### src/rtl/clk_ratio_detect_pkg.sv
// Shared definitions for clk_ratio_detect: FSM encoding, default sizing and
// the saturating increment used by every counter in the block.
package clk_ratio_detect_pkg;

  localparam int DEF_RATIO_W  = 8;
  localparam int DEF_LOCK_CNT = 3;
  localparam int DEF_TIMEOUT  = 1023;

  typedef enum logic [1:0] {
    ST_IDLE      = 2'd0,
    ST_WAIT_RISE = 2'd1,
    ST_MEAS_HIGH = 2'd2,
    ST_MEAS_LOW  = 2'd3
  } state_e;

  function automatic logic [31:0] sat_inc(input logic [31:0] v, input logic [31:0] max_v);
    return (v >= max_v) ? v : v + 32'd1;
  endfunction

endpackage

### src/rtl/clk_ratio_detect_edge_sampler.sv
// Samples the divided clock as data and produces rise/fall pulses.
// Define CLK_SYNC_EN to add a two-flop synchronizer for asynchronous inputs.
module clk_ratio_detect_edge_sampler (
  input  logic i_clk,
  input  logic i_rst,
  input  logic i_d,
  output logic o_s,
  output logic o_rise,
  output logic o_fall
);

  logic din;
  logic s_q;
  logic s_prev_q;

`ifdef CLK_SYNC_EN
  logic [1:0] sync_q;

  always_ff @(posedge i_clk or posedge i_rst) begin
    if (i_rst) begin
      sync_q <= 2'b00;
    end else begin
      sync_q <= {sync_q[0], i_d};
    end
  end

  assign din = sync_q[1];
`else
  assign din = i_d;
`endif

  always_ff @(posedge i_clk or posedge i_rst) begin
    if (i_rst) begin
      s_q      <= 1'b0;
      s_prev_q <= 1'b0;
    end else begin
      s_q      <= din;
      s_prev_q <= s_q;
    end
  end

  assign o_s    = s_q;
  assign o_rise = s_q & ~s_prev_q;
  assign o_fall = ~s_q & s_prev_q;

endmodule

### src/rtl/clk_ratio_detect.sv
// Recovers divide ratio, high and low time of a divided clock in reference
// cycles; flags lock, duty error and stall. Optional macro: CLK_SYNC_EN.
module clk_ratio_detect
  import clk_ratio_detect_pkg::*;
#(
  parameter int RATIO_W  = DEF_RATIO_W,
  parameter int LOCK_CNT = DEF_LOCK_CNT,
  parameter int TIMEOUT  = DEF_TIMEOUT
) (
  input  logic               i_ref_clk,
  input  logic               i_rst,
  input  logic               i_en,
  input  logic               i_div_clk,
  output logic [RATIO_W-1:0] o_ratio,
  output logic [RATIO_W-1:0] o_high_cnt,
  output logic [RATIO_W-1:0] o_low_cnt,
  output logic               o_valid,
  output logic               o_lock,
  output logic               o_duty_err,
  output logic               o_timeout,
  output logic [1:0]         o_dbg_state
);

  localparam int unsigned CNT_MAX = (1 << RATIO_W) - 1;
  localparam int          TO_W    = $clog2(TIMEOUT + 1);
  localparam logic [3:0]  LOCK_TH = 4'(LOCK_CNT);

  logic s, rise, fall;

  clk_ratio_detect_edge_sampler u_sampler (
    .i_clk  (i_ref_clk),
    .i_rst  (i_rst),
    .i_d    (i_div_clk),
    .o_s    (s),
    .o_rise (rise),
    .o_fall (fall)
  );

  state_e             state_q, state_d;
  logic [RATIO_W-1:0] high_q, high_d, low_q, low_d;
  logic [TO_W-1:0]    to_q, to_d;
  logic [3:0]         mcnt_q, mcnt_d;
  logic [RATIO_W-1:0] ratio_q, ratio_d, hcnt_q, hcnt_d, lcnt_q, lcnt_d;
  logic               valid_q, valid_d, lock_q, lock_d;
  logic               duty_q, duty_d, tout_q, tout_d;

  logic [RATIO_W-1:0] new_ratio;
  logic [RATIO_W:0]   hx, lx;
  logic               hit;

  assign new_ratio = high_q + low_q;
  assign hx        = {1'b0, high_q};
  assign lx        = {1'b0, low_q};

  always_comb begin
    state_d = state_q;
    high_d  = high_q;
    low_d   = low_q;
    mcnt_d  = mcnt_q;
    ratio_d = ratio_q;
    hcnt_d  = hcnt_q;
    lcnt_d  = lcnt_q;
    valid_d = 1'b0;
    lock_d  = lock_q;
    duty_d  = duty_q;
    tout_d  = tout_q;
    // Stall counter saturates at TIMEOUT so the stall keeps re-arming until an edge.
    to_d    = (rise | fall) ? '0 : TO_W'(sat_inc(32'(to_q), 32'(TIMEOUT)));
    hit     = (to_d == TO_W'(TIMEOUT));

    if (!i_en) begin
      state_d = ST_IDLE;
      lock_d  = 1'b0;
      tout_d  = 1'b0;
      mcnt_d  = '0;
      to_d    = '0;
    end else begin
      case (state_q)
        ST_IDLE: begin
          state_d = ST_WAIT_RISE;
          to_d    = '0;
        end
        ST_WAIT_RISE: begin
          if (rise) begin
            high_d  = RATIO_W'(1);
            state_d = ST_MEAS_HIGH;
          end
        end
        ST_MEAS_HIGH: begin
          if (fall) begin
            low_d   = RATIO_W'(1);
            state_d = ST_MEAS_LOW;
          end else if (s) begin
            high_d = RATIO_W'(sat_inc(32'(high_q), CNT_MAX));
          end
        end
        ST_MEAS_LOW: begin
          if (rise) begin
            ratio_d = new_ratio;
            hcnt_d  = high_q;
            lcnt_d  = low_q;
            valid_d = 1'b1;
            duty_d  = (hx > lx + (RATIO_W+1)'(1)) || (lx > hx + (RATIO_W+1)'(1));
            tout_d  = 1'b0;
            mcnt_d  = (new_ratio == ratio_q) ? 4'(sat_inc(32'(mcnt_q), 32'd15)) : 4'd1;
            lock_d  = (mcnt_d >= LOCK_TH);
            high_d  = RATIO_W'(1);
            state_d = ST_MEAS_HIGH;
          end else if (!s) begin
            low_d = RATIO_W'(sat_inc(32'(low_q), CNT_MAX));
          end
        end
        default: state_d = ST_IDLE;
      endcase

      // A stall also restarts lock acquisition from scratch.
      if (state_q != ST_IDLE && hit) begin
        tout_d  = 1'b1;
        lock_d  = 1'b0;
        mcnt_d  = '0;
        state_d = ST_WAIT_RISE;
      end
    end
  end

  always_ff @(posedge i_ref_clk or posedge i_rst) begin
    if (i_rst) begin
      state_q <= ST_IDLE;
      high_q  <= '0;
      low_q   <= '0;
      to_q    <= '0;
      mcnt_q  <= '0;
      ratio_q <= '0;
      hcnt_q  <= '0;
      lcnt_q  <= '0;
      valid_q <= 1'b0;
      lock_q  <= 1'b0;
      duty_q  <= 1'b0;
      tout_q  <= 1'b0;
    end else begin
      state_q <= state_d;
      high_q  <= high_d;
      low_q   <= low_d;
      to_q    <= to_d;
      mcnt_q  <= mcnt_d;
      ratio_q <= ratio_d;
      hcnt_q  <= hcnt_d;
      lcnt_q  <= lcnt_d;
      valid_q <= valid_d;
      lock_q  <= lock_d;
      duty_q  <= duty_d;
      tout_q  <= tout_d;
    end
  end

  assign o_ratio     = ratio_q;
  assign o_high_cnt  = hcnt_q;
  assign o_low_cnt   = lcnt_q;
  assign o_valid     = valid_q;
  assign o_lock      = lock_q;
  assign o_duty_err  = duty_q;
  assign o_timeout   = tout_q;
  assign o_dbg_state = state_q;

endmodule

### config.mk
export PLATFORM = sky130hd
export DESIGN_NAME = clk_ratio_detect
export DESIGN_NICKNAME = d
export VERILOG_FILES = /design/src/rtl/clk_ratio_detect_pkg.sv /design/src/rtl/clk_ratio_detect_edge_sampler.sv /design/src/rtl/clk_ratio_detect.sv
export SDC_FILE = /design/constraint.sdc
export NUM_CORES = 1
export LEC_CHECK = 0
export BUFFER_PORTS_ARGS = -buffer_cell sky130_fd_sc_hd__buf_2
export CORE_ASPECT_RATIO = 1.5
export CORE_MARGIN = 1
export CORE_UTILIZATION = 56
export CTS_CLUSTER_DIAMETER = 200
export DETAILED_ROUTE_END_ITERATION = 6
export GPL_TIMING_DRIVEN = 0
export HOLD_SLACK_MARGIN = 0.03
export PLACE_DENSITY = 0.76
export REMOVE_ABC_BUFFERS = 1
export SYNTH_ARGS = -nofsm -noshare
export SYNTH_HDL_FRONTEND = slang
export SYNTH_SLANG_ARGS = --single-unit
### constraint.sdc
create_clock -name i_ref_clk -period 7.1 [get_ports i_ref_clk]
set_input_delay 1.065 -clock i_ref_clk [delete_from_list [all_inputs] [get_ports i_ref_clk]]
set_output_delay 1.065 -clock i_ref_clk [all_outputs]
set_load 0.05 [all_outputs]
Yosys cells after proc, flatten, opt, wreduce, memory -nomap -nowiden
Index checks and enable logic that the tools add are counted.

storage, ports and cells
  register bits after elaboration = 62
  latch bits = 0
  RAM bits = 0
  memory bits (read-only) = 0
  input port bits = 4
  output and inout bits = 30
  logic and storage cells = 98
  memories = 0

operators by class
  add/subtract/negate cells = 7
  multipliers = 0
  divide/modulo/power cells = 0
  $lt $le $gt $ge = 7
  equal/unequal tests = 17
  shifts and indexed selects = 0
  multiplexer cells = 36
  bitwise operators = 5
  reductions and logical operators = 12

operators by type and width
  operator                                                                             number
  8-bit 2-to-1 mux                                                                     8
  10-bit 2-to-1 mux                                                                    4
  8-bit case mux with 2 select lines                                                   2
  4-bit 2-to-1 mux                                                                     6
  8-bit by 1-bit adder with 9-bit output, second input constant                        2
  8-bit by 9-bit > comparator with 1-bit output                                        2
  8-bit by 1-bit adder with 8-bit output, second input constant                        2
  8-bit greater-or-equal comparator, second input constant                             2
  2-bit != test, second input constant                                                 6
  6-bit AND reduction                                                                  2
  1-bit 2-to-1 mux                                                                     11
  10-bit by 1-bit adder with 10-bit output, second input constant                      1
  10-bit == test, second input constant                                                1
  10-bit greater-or-equal comparator, second input constant                            1
  8-bit adder                                                                          1
  8-bit == test                                                                        1
  2-bit 2-to-1 mux                                                                     4
  3-bit by 1-bit != test with 1-bit output, second input constant                      2
  2-bit case mux with 3 select lines                                                   1
  2-bit nonzero test                                                                   3
  4-bit by 1-bit adder with 4-bit output, second input constant                        1
  2-bit == test, second input constant                                                 2
  4-bit by 2-bit greater-or-equal comparator with 1-bit output, second input constant  1
  4-bit greater-or-equal comparator, second input constant                             1
  13 further kinds                                                                     17

Longest topological paths before layout
Gate-level depths: netlist (run 1).

  word-level depth = 8
  gate-level depth with buffers = 11
  mapped depth without buffers = 11

Cells and area by module
From an unflattened synthesis (run 1), not the netlist that was laid out.

second synthesis, totals
  cells, all modules = 433
  area total of the unflattened synthesis = 3,783.6 um2

by module, submodules not included
  module                         times used  cells an instance  area an instance (um2)  seq. area each (um2)
  clk_ratio_detect               1           428                3,714.8                 1,501.4
  clk_ratio_detect_edge_sampler  1           5                  68.8                    50.0

Worst setup path before layout (run 1)
OpenSTA, ideal clock, no wires.

  kind = register to register
  from = reg high_q[0]
  to = reg mcnt_q[2]
  setup time = 0.078 ns
  data arrival time = 2.768 ns
  data required time = 7.022 ns
  slack = 4.255 ns
  cell stages (with the launch flop) = 11
  path buffers = 1
  clock period less this slack = 2.845 ns
  path through = dfrtp_1 > ha_1 > fa_1 > xnor3_1 > o2111ai_1 > or4_1 > a211oi_2 > and3_1 > buf_2 > o2111ai_1 > a21oi_1

on the way
  cells in the longest elaborated chain, start to end = 7

ends and longest elaborated chain
  item                    RTL line                 source
  from (decl)             clk_ratio_detect.sv:40   logic [RATIO_W-1:0] high_q, high_d, low_q, low_d;
  from (signal assigned)  clk_ratio_detect.sv:142  high_q <= high_d;
  8-bit adder             clk_ratio_detect.sv:51   assign new_ratio = high_q + low_q;
  8-bit == test           clk_ratio_detect.sv:105  mcnt_d = (new_ratio == ratio_q) ? 4'(sat_inc(32'(mcnt_q), 32'd15)) : 4'd1;
  4-bit 2-to-1 mux        clk_ratio_detect.sv:105
  4-bit 2-to-1 mux        clk_ratio_detect.sv:98   if (rise) begin
  4-bit 2-to-1 mux        clk_ratio_detect.sv:78   case (state_q)
  4-bit 2-to-1 mux        clk_ratio_detect.sv:117  if (state_q != ST_IDLE && hit) begin
  4-bit 2-to-1 mux        clk_ratio_detect.sv:71   if (!i_en) begin
  to (signal assigned)    clk_ratio_detect.sv:145  mcnt_q <= mcnt_d;
  to (decl)               clk_ratio_detect.sv:42   logic [3:0] mcnt_q, mcnt_d;

No other way between the ends. The select of a mux whose other input is x is not followed.
A chain may end at the register's enable or synchronous reset.

Worst setup path in the final report (run 1)
  from = reg state_q[0], in the netlist o_dbg_state[0]
  to = reg duty_q, in the netlist o_duty_err

on the way
  cells in the longest elaborated chain, start to end = 2

ends and longest elaborated chain
  item                           RTL line                 source
  from (decl)                    clk_ratio_detect.sv:39   state_e state_q, state_d;
  from (signal assigned)         clk_ratio_detect.sv:141  state_q <= state_d;
  2-bit == test                  clk_ratio_detect.sv:78
  3-bit AND reduction (no line)  n/a
  to (signal assigned)           clk_ratio_detect.sv:151  duty_q <= duty_d;
  to (decl)                      clk_ratio_detect.sv:45   logic duty_q, duty_d, tout_q, tout_d;

No other way between the ends.

==> metrics.txt, run 1 <==
gpl congestion=0.892; outcome=complete, no violations; Seq. cell area=1550 µm²; synthesis-to-finish area growth=10.3%; setup repair bufs after CTS=0; Worst Hold Class=reg2reg; Initial Utilization=58.7%; maximum clock rate=314 MHz; area share of the largest cell type after synthesis=40.5%; post-layout min period=3.19 ns; fraction of registers with async set/reset=100%; Routed WL per cell=15.5 µm; CTS-repair resized insts=0; synth warn=0; hold-critical path endpoint=o_high_cnt[4]$_DFFE_PP0P_; vias per inst=5.91; type of destination of the critical path=flip-flop; CP Data Required Time=7.35 ns; final instance area=4220 µm²; Reg2Reg Setup Slack=3.91 ns; Least-Margin Pin Slew=1.11 ns; Die Ht=103 µm; Rows=36; count of cell types in the netlist=54; most common cell after layout, fill and taps aside=nand2_1; HP Start=o_high_cnt[4]$_DFFE_PP0P_; Most used DFF post-synth=dfrtp_1; ANT cells=0; power density cells=218 nW/µm²; Root Buffer=clkbuf_8; critical path type=reg2reg; Worst R2R Start=o_dbg_state[0]$_DFFE_PP0P_; fin. max-slew vios=0; final WL=8330 µm; Crit Path Max Fanout=35; CTS sink count=62; Yosys top cell by area=dfrtp_1; relative slew slack=25.4%; Mapped Cells=428; ANT nets after route=0; most frequent cells in the layout=92 x nand2_1, 62 x dfrtp_1, 33 x buf_2, 28 x ha_1, 26 x nor2_1; RSZ-0062 raised after global routing=false; Num CTS Buffers=9; Post-synth EDFFs=0; Final HPWL DP=6000 µm; Final Hold Fails=0; initial antenna violation count=0; Yosys reg bits=62; Final Net Count=490; maximum root-to-sink buffer count=2; FF-to-FF End=o_duty_err$_DFFE_PP0P_; drc violations=0; placed cell area=4050 µm²; Data arrival, critical path=3.44 ns; largest net degree at the start of global routing=37; number of global-route vias before repair=2960; io pins=34; worst clock skew=0.00588 ns; largest cells by area after synthesis=dfrtp_1 40%, ha_1 9.1%, nand2_1 9.0%; Hold-fix buffers, CTS=0; drt pass-1 iters=4; Synth Cell Area=3830 µm²; CORE AREA=6530 µm²; Worst Setup Start Kind=flip-flop; fill count=551; Leak=2.07 nW; sequential share of the synthesized area=40.5%; port bufs=33; WHS Path Cells=2; worst vdd ir=0.135 mV; area of the multi-input gates=2180 µm²; first-pass GRT wire length=13900 µm; initial drt markers=185; All-Layer GR Usage=24.7%; CTS H-tree lvls=3; setup violators final=0; Vias=3180; worst reg-to-reg path cell count=5; fraction of layout cells with a size suffix above 1=11.9%; max cap viols=0; die area=7180 µm²; Clock transition at path regs=0.07 ns; die width=69.5 µm; Fin Setup TNS=0 ns; TritonCTS clock tree=done; Final Cycle Share=44.9%; Clk Latency, worst-skew pair=0.36 ns; grt ovf=0; Avg Cell Area, Syn=8.95 µm²
[area by class of cell]
type	count	area share, %
flip-flops and latches	62	36.7
multi-input cells	340	51.6
inverters	10	0.889
repair buffers	34	4.38
well taps	76	2.25
clock inverters	6	0.889
clock buffers	10	3.26
[synth_stat cells (3+ instances only)]
master / n
o21ai_1: 4
a21oi_1: 18
o31ai_1: 14
xnor2_1: 16
and4_1: 3
inv_1: 10
nand2_1: 92
xnor3_1: 3
and2_1: 4
ha_1: 28
nand3_1: 23
a21o_1: 3
nor2_1: 26
nor2b_1: 5
clkbuf_1: 14
o211ai_1: 4
a31oi_1: 3
xor2_1: 10
o2111ai_1: 3
and3_1: 6
o21a_1: 3
dfrtp_1: 62
nand4_1: 5
o21ai_0: 22
mux2i_1: 3
nor3_1: 8
[how the worst max path moves through the flow]
| stage | from | end | slack (ns) | cells past startpoint |
|---|---|---|---|---|
| after floorplan | high_q[0]$_DFFE_PP0P_ | mcnt_q[2]$_DFFE_PP0P_ | 4.27 | 9 |
| after global placement | i_en | o_duty_err$_DFFE_PP0P_ | 3.68 | 5 |
| after detailed placement | i_en | o_duty_err$_DFFE_PP0P_ | 3.62 | 5 |
| after CTS | o_dbg_state[0]$_DFFE_PP0P_ | o_duty_err$_DFFE_PP0P_ | 3.86 | 5 |
| after global routing | o_dbg_state[0]$_DFFE_PP0P_ | o_duty_err$_DFFE_PP0P_ | 3.60 | 5 |
| final | o_dbg_state[0]$_DFFE_PP0P_ | o_duty_err$_DFFE_PP0P_ | 3.91 | 5 |
[through the flow]
stage / power [mW] / utilization (%) / std cells / setup slack (ns) / hold slack, ns
6_report: 0.922 / 64.7 / 538 / 3.91 / 0.469
3_3_place_gp: 0.643 / 61.7 / 521 / 3.68 / 0.455
3_5_place_dp: 0.651 / 62.0 / 522 / 3.62 / 0.457
5_1_grt: 0.973 / 64.7 / 538 / 3.60 / 0.487
4_1_cts: 0.930 / 64.7 / 538 / 3.86 / 0.474
2_1_floorplan: 0.594 / - / 412 / 4.27 / 0.419
[flip-flops by register name, summed over array words and instances, names as in the netlist]
name / count
high_q: 8
low_q: 8
mcnt_q: 4
o_dbg_state: 2
o_duty_err: 1
o_high_cnt: 8
o_lock: 1
o_low_cnt: 8
o_ratio: 8
o_timeout: 1
o_valid: 1
to_q: 10
u_sampler.o_s: 1
u_sampler.s_prev_q: 1
[metal layers]
metal	part of all wire [%]	track usage, %
met5	0	0
met4	2.5	10.2
met3	2.4	5.62
met2	53	44.6
met1	42	28.4
[cells by family after synthesis]
kind of cell	synth area share [%]
buf+inv	2.61
simple gates	22.2
fa+ha+maj	9.67
flops	40.5
xor+xnor	7.71
compound gates	16.6
mux	0.784
[worst max-delay path: stages (launching register included)]
cell and delay, ns:
dfrtp_1 0.76, and3_1 0.30, nand2_1 0.63, inv_1 0.87
o21ai_0 0.27, o22a_1 0.23
[where the power goes]
group	internal, mW	leakage (nW)	switching (mW)	total [mW]
clock network	0.134	0.0841	0.145	0.279
logic	0.104	1.14	0.142	0.246
registers	0.369	0.847	0.0281	0.397
Note: power is estimated with default switching activity, not from simulation.
==> run 2, diff against run 1 <==
- clock period: 7.1 -> 3 ns (I/O delays scaled with it)
==> metrics.txt, run 2 (same netlist as run 1, synthesis figures left out) <==
placed cell area=4050 µm²; initial antenna violation count=0; Initial Utilization=58.7%; vias per inst=5.91; Final Net Count=490; CP Data Required Time=3.28 ns; fin. max-slew vios=0; type of destination of the critical path=flip-flop; Final HPWL DP=6000 µm; Final Hold Fails=0; port bufs=33; critical path's slowest cell=fa_2; CTS sink count=62; All-Layer GR Usage=24.9%; most common cell after layout, fill and taps aside=nand2_1; TritonCTS clock tree=done; relative slew slack=24.4%; Routed WL per cell=15.6 µm; grt ovf=0; Cell Chain, Critical Path=ha_2 -> fa_2 -> xnor2_1 -> o2111ai_1 -> or4_1 -> a211oi_2 -> and3_4 -> o2111ai_1 -> a21oi_1; CP max stage delay=0.55 ns; number of global-route vias before repair=2974; fin util=64.9%; Crit Path Max Fanout=7; synthesis-to-finish area growth=10.7%; FF-to-FF End=mcnt_q[2]$_DFFE_PP0P_; Root Buffer=clkbuf_8; die area=7180 µm²; Fin Setup TNS=0 ns; power density cells=519 nW/µm²; critical path type=reg2reg; Overall Power=2.20 mW; CP delay by family, top=adder cells; Worst Setup Start Kind=flip-flop; Rows=36; max reg flops=10; CTS H-tree lvls=3; worst vdd ir=0.322 mV; gpl congestion=0.892; CP most frequent cell=o2111ai_1; drc violations=0; post-layout min period=2.84 ns; Vias=3180; ANT nets after route=0; Final Cycle Share=94.7%; ANT cells=0; CORE AREA=6530 µm²; fill count=552; setup repair bufs after CTS=0; Num CTS Buffers=9; maximum clock rate=352 MHz; Worst R2R Start=high_q[0]$_DFFE_PP0P_; worst clock skew=0.00475 ns; fraction of layout cells with a size suffix above 1=13.2%; Die Ht=103 µm; Clock transition at path regs=0.07 ns; final instance area=4240 µm²; Data arrival, critical path=3.12 ns; max cap viols=0; setup violators final=0; maximum root-to-sink buffer count=2; Leak=2.06 nW; initial drt markers=240; worst reg-to-reg path cell count=9; final WL=8410 µm; RSZ-0062 raised after global routing=false; die width=69.5 µm; most frequent cells in the layout=91 x nand2_1, 61 x dfrtp_1, 33 x buf_2, 27 x ha_1, 26 x nor2_1; Least-Margin Pin Slew=1.13 ns; largest net degree at the start of global routing=37; outcome=complete, no violations; drt pass-1 iters=5; Bufs and invs on worst path=0; Reg2Reg Setup Slack=0.16 ns; Clk Latency, worst-skew pair=0.35 ns; register name with the most flops=to_q; first-pass GRT wire length=14000 µm; stages on the worst setup path=9; io pins=34; Worst Hold Class=in2async
run 2: worst max-delay path by stage:
stage                                           from                      to  slack, ns
after floorplan                high_q[0]$_DFFE_PP0P_   mcnt_q[2]$_DFFE_PP0P_       0.17
after global placement    o_dbg_state[0]$_DFFE_PP0P_  o_duty_err$_DFFE_PP0P_      -0.17
after detailed placement  o_dbg_state[0]$_DFFE_PP0P_  o_duty_err$_DFFE_PP0P_      -0.23
after CTS                      high_q[0]$_DFFE_PP0P_   mcnt_q[2]$_DFFE_PP0P_       0.01
after global routing           high_q[0]$_DFFE_PP0P_   mcnt_q[2]$_DFFE_PP0P_      0.002
final                          high_q[0]$_DFFE_PP0P_   mcnt_q[2]$_DFFE_PP0P_       0.16
run 2: cell type report:
class / instances / area, µm² / area share (%)
inverters: 10 / 41.3 / 0.973
multi-input cells: 340 / 2190 / 51.7
flip-flops and latches: 62 / 1550 / 36.6
clock buffers: 10 / 138 / 3.24
clock inverters: 6 / 37.5 / 0.885
well taps: 76 / 95.1 / 2.24
repair buffers: 34 / 185 / 4.37
run 2: worst register-to-register path, cell delays in order, from the launching register on:
cell,delay (ns)
dfrtp_2,0.45
ha_2,0.24
fa_2,0.55
xnor2_1,0.12
o2111ai_1,0.12
or4_1,0.53
a211oi_2,0.22
and3_4,0.26
o2111ai_1,0.12
a21oi_1,0.17
run 2: power breakdown:
group	switching (mW)	internal [mW]	leakage, nW
clock	0.339	0.317	0.0841
combinational	0.340	0.260	1.13
sequential	0.0677	0.876	0.846
total	0.748	1.45	2.06
run 2: timing repair:
action | 4_1_cts | 5_1_grt
hold buffers | 0 | 0
pin swaps | 0 | 2
endpoints found under the setup margin | 5 | 5
endpoints found under the hold margin | 0 | 0
resized for setup | 5 | 2
run 2: stage by stage:
step / hold slack, ns / cells / setup slack [ns]
floorplan: 0.419 / 412 / 0.167
global placement: 0.455 / 521 / -0.173
detailed placement: 0.457 / 522 / -0.226
CTS: 0.152 / 538 / 0.0133
global route: 0.190 / 538 / 0.00160
finish: 0.147 / 538 / 0.158
run 2: routing by layer:
layer / vias up / wire (µm) / global-route usage [%]
met5: - / 0 / 0
met4: 0 / 171 / 10.2
met3: 13 / 198 / 5.62
met2: 41 / 4480 / 45.0
met1: 1540 / 3570 / 28.6
li1: 1586 / - / -
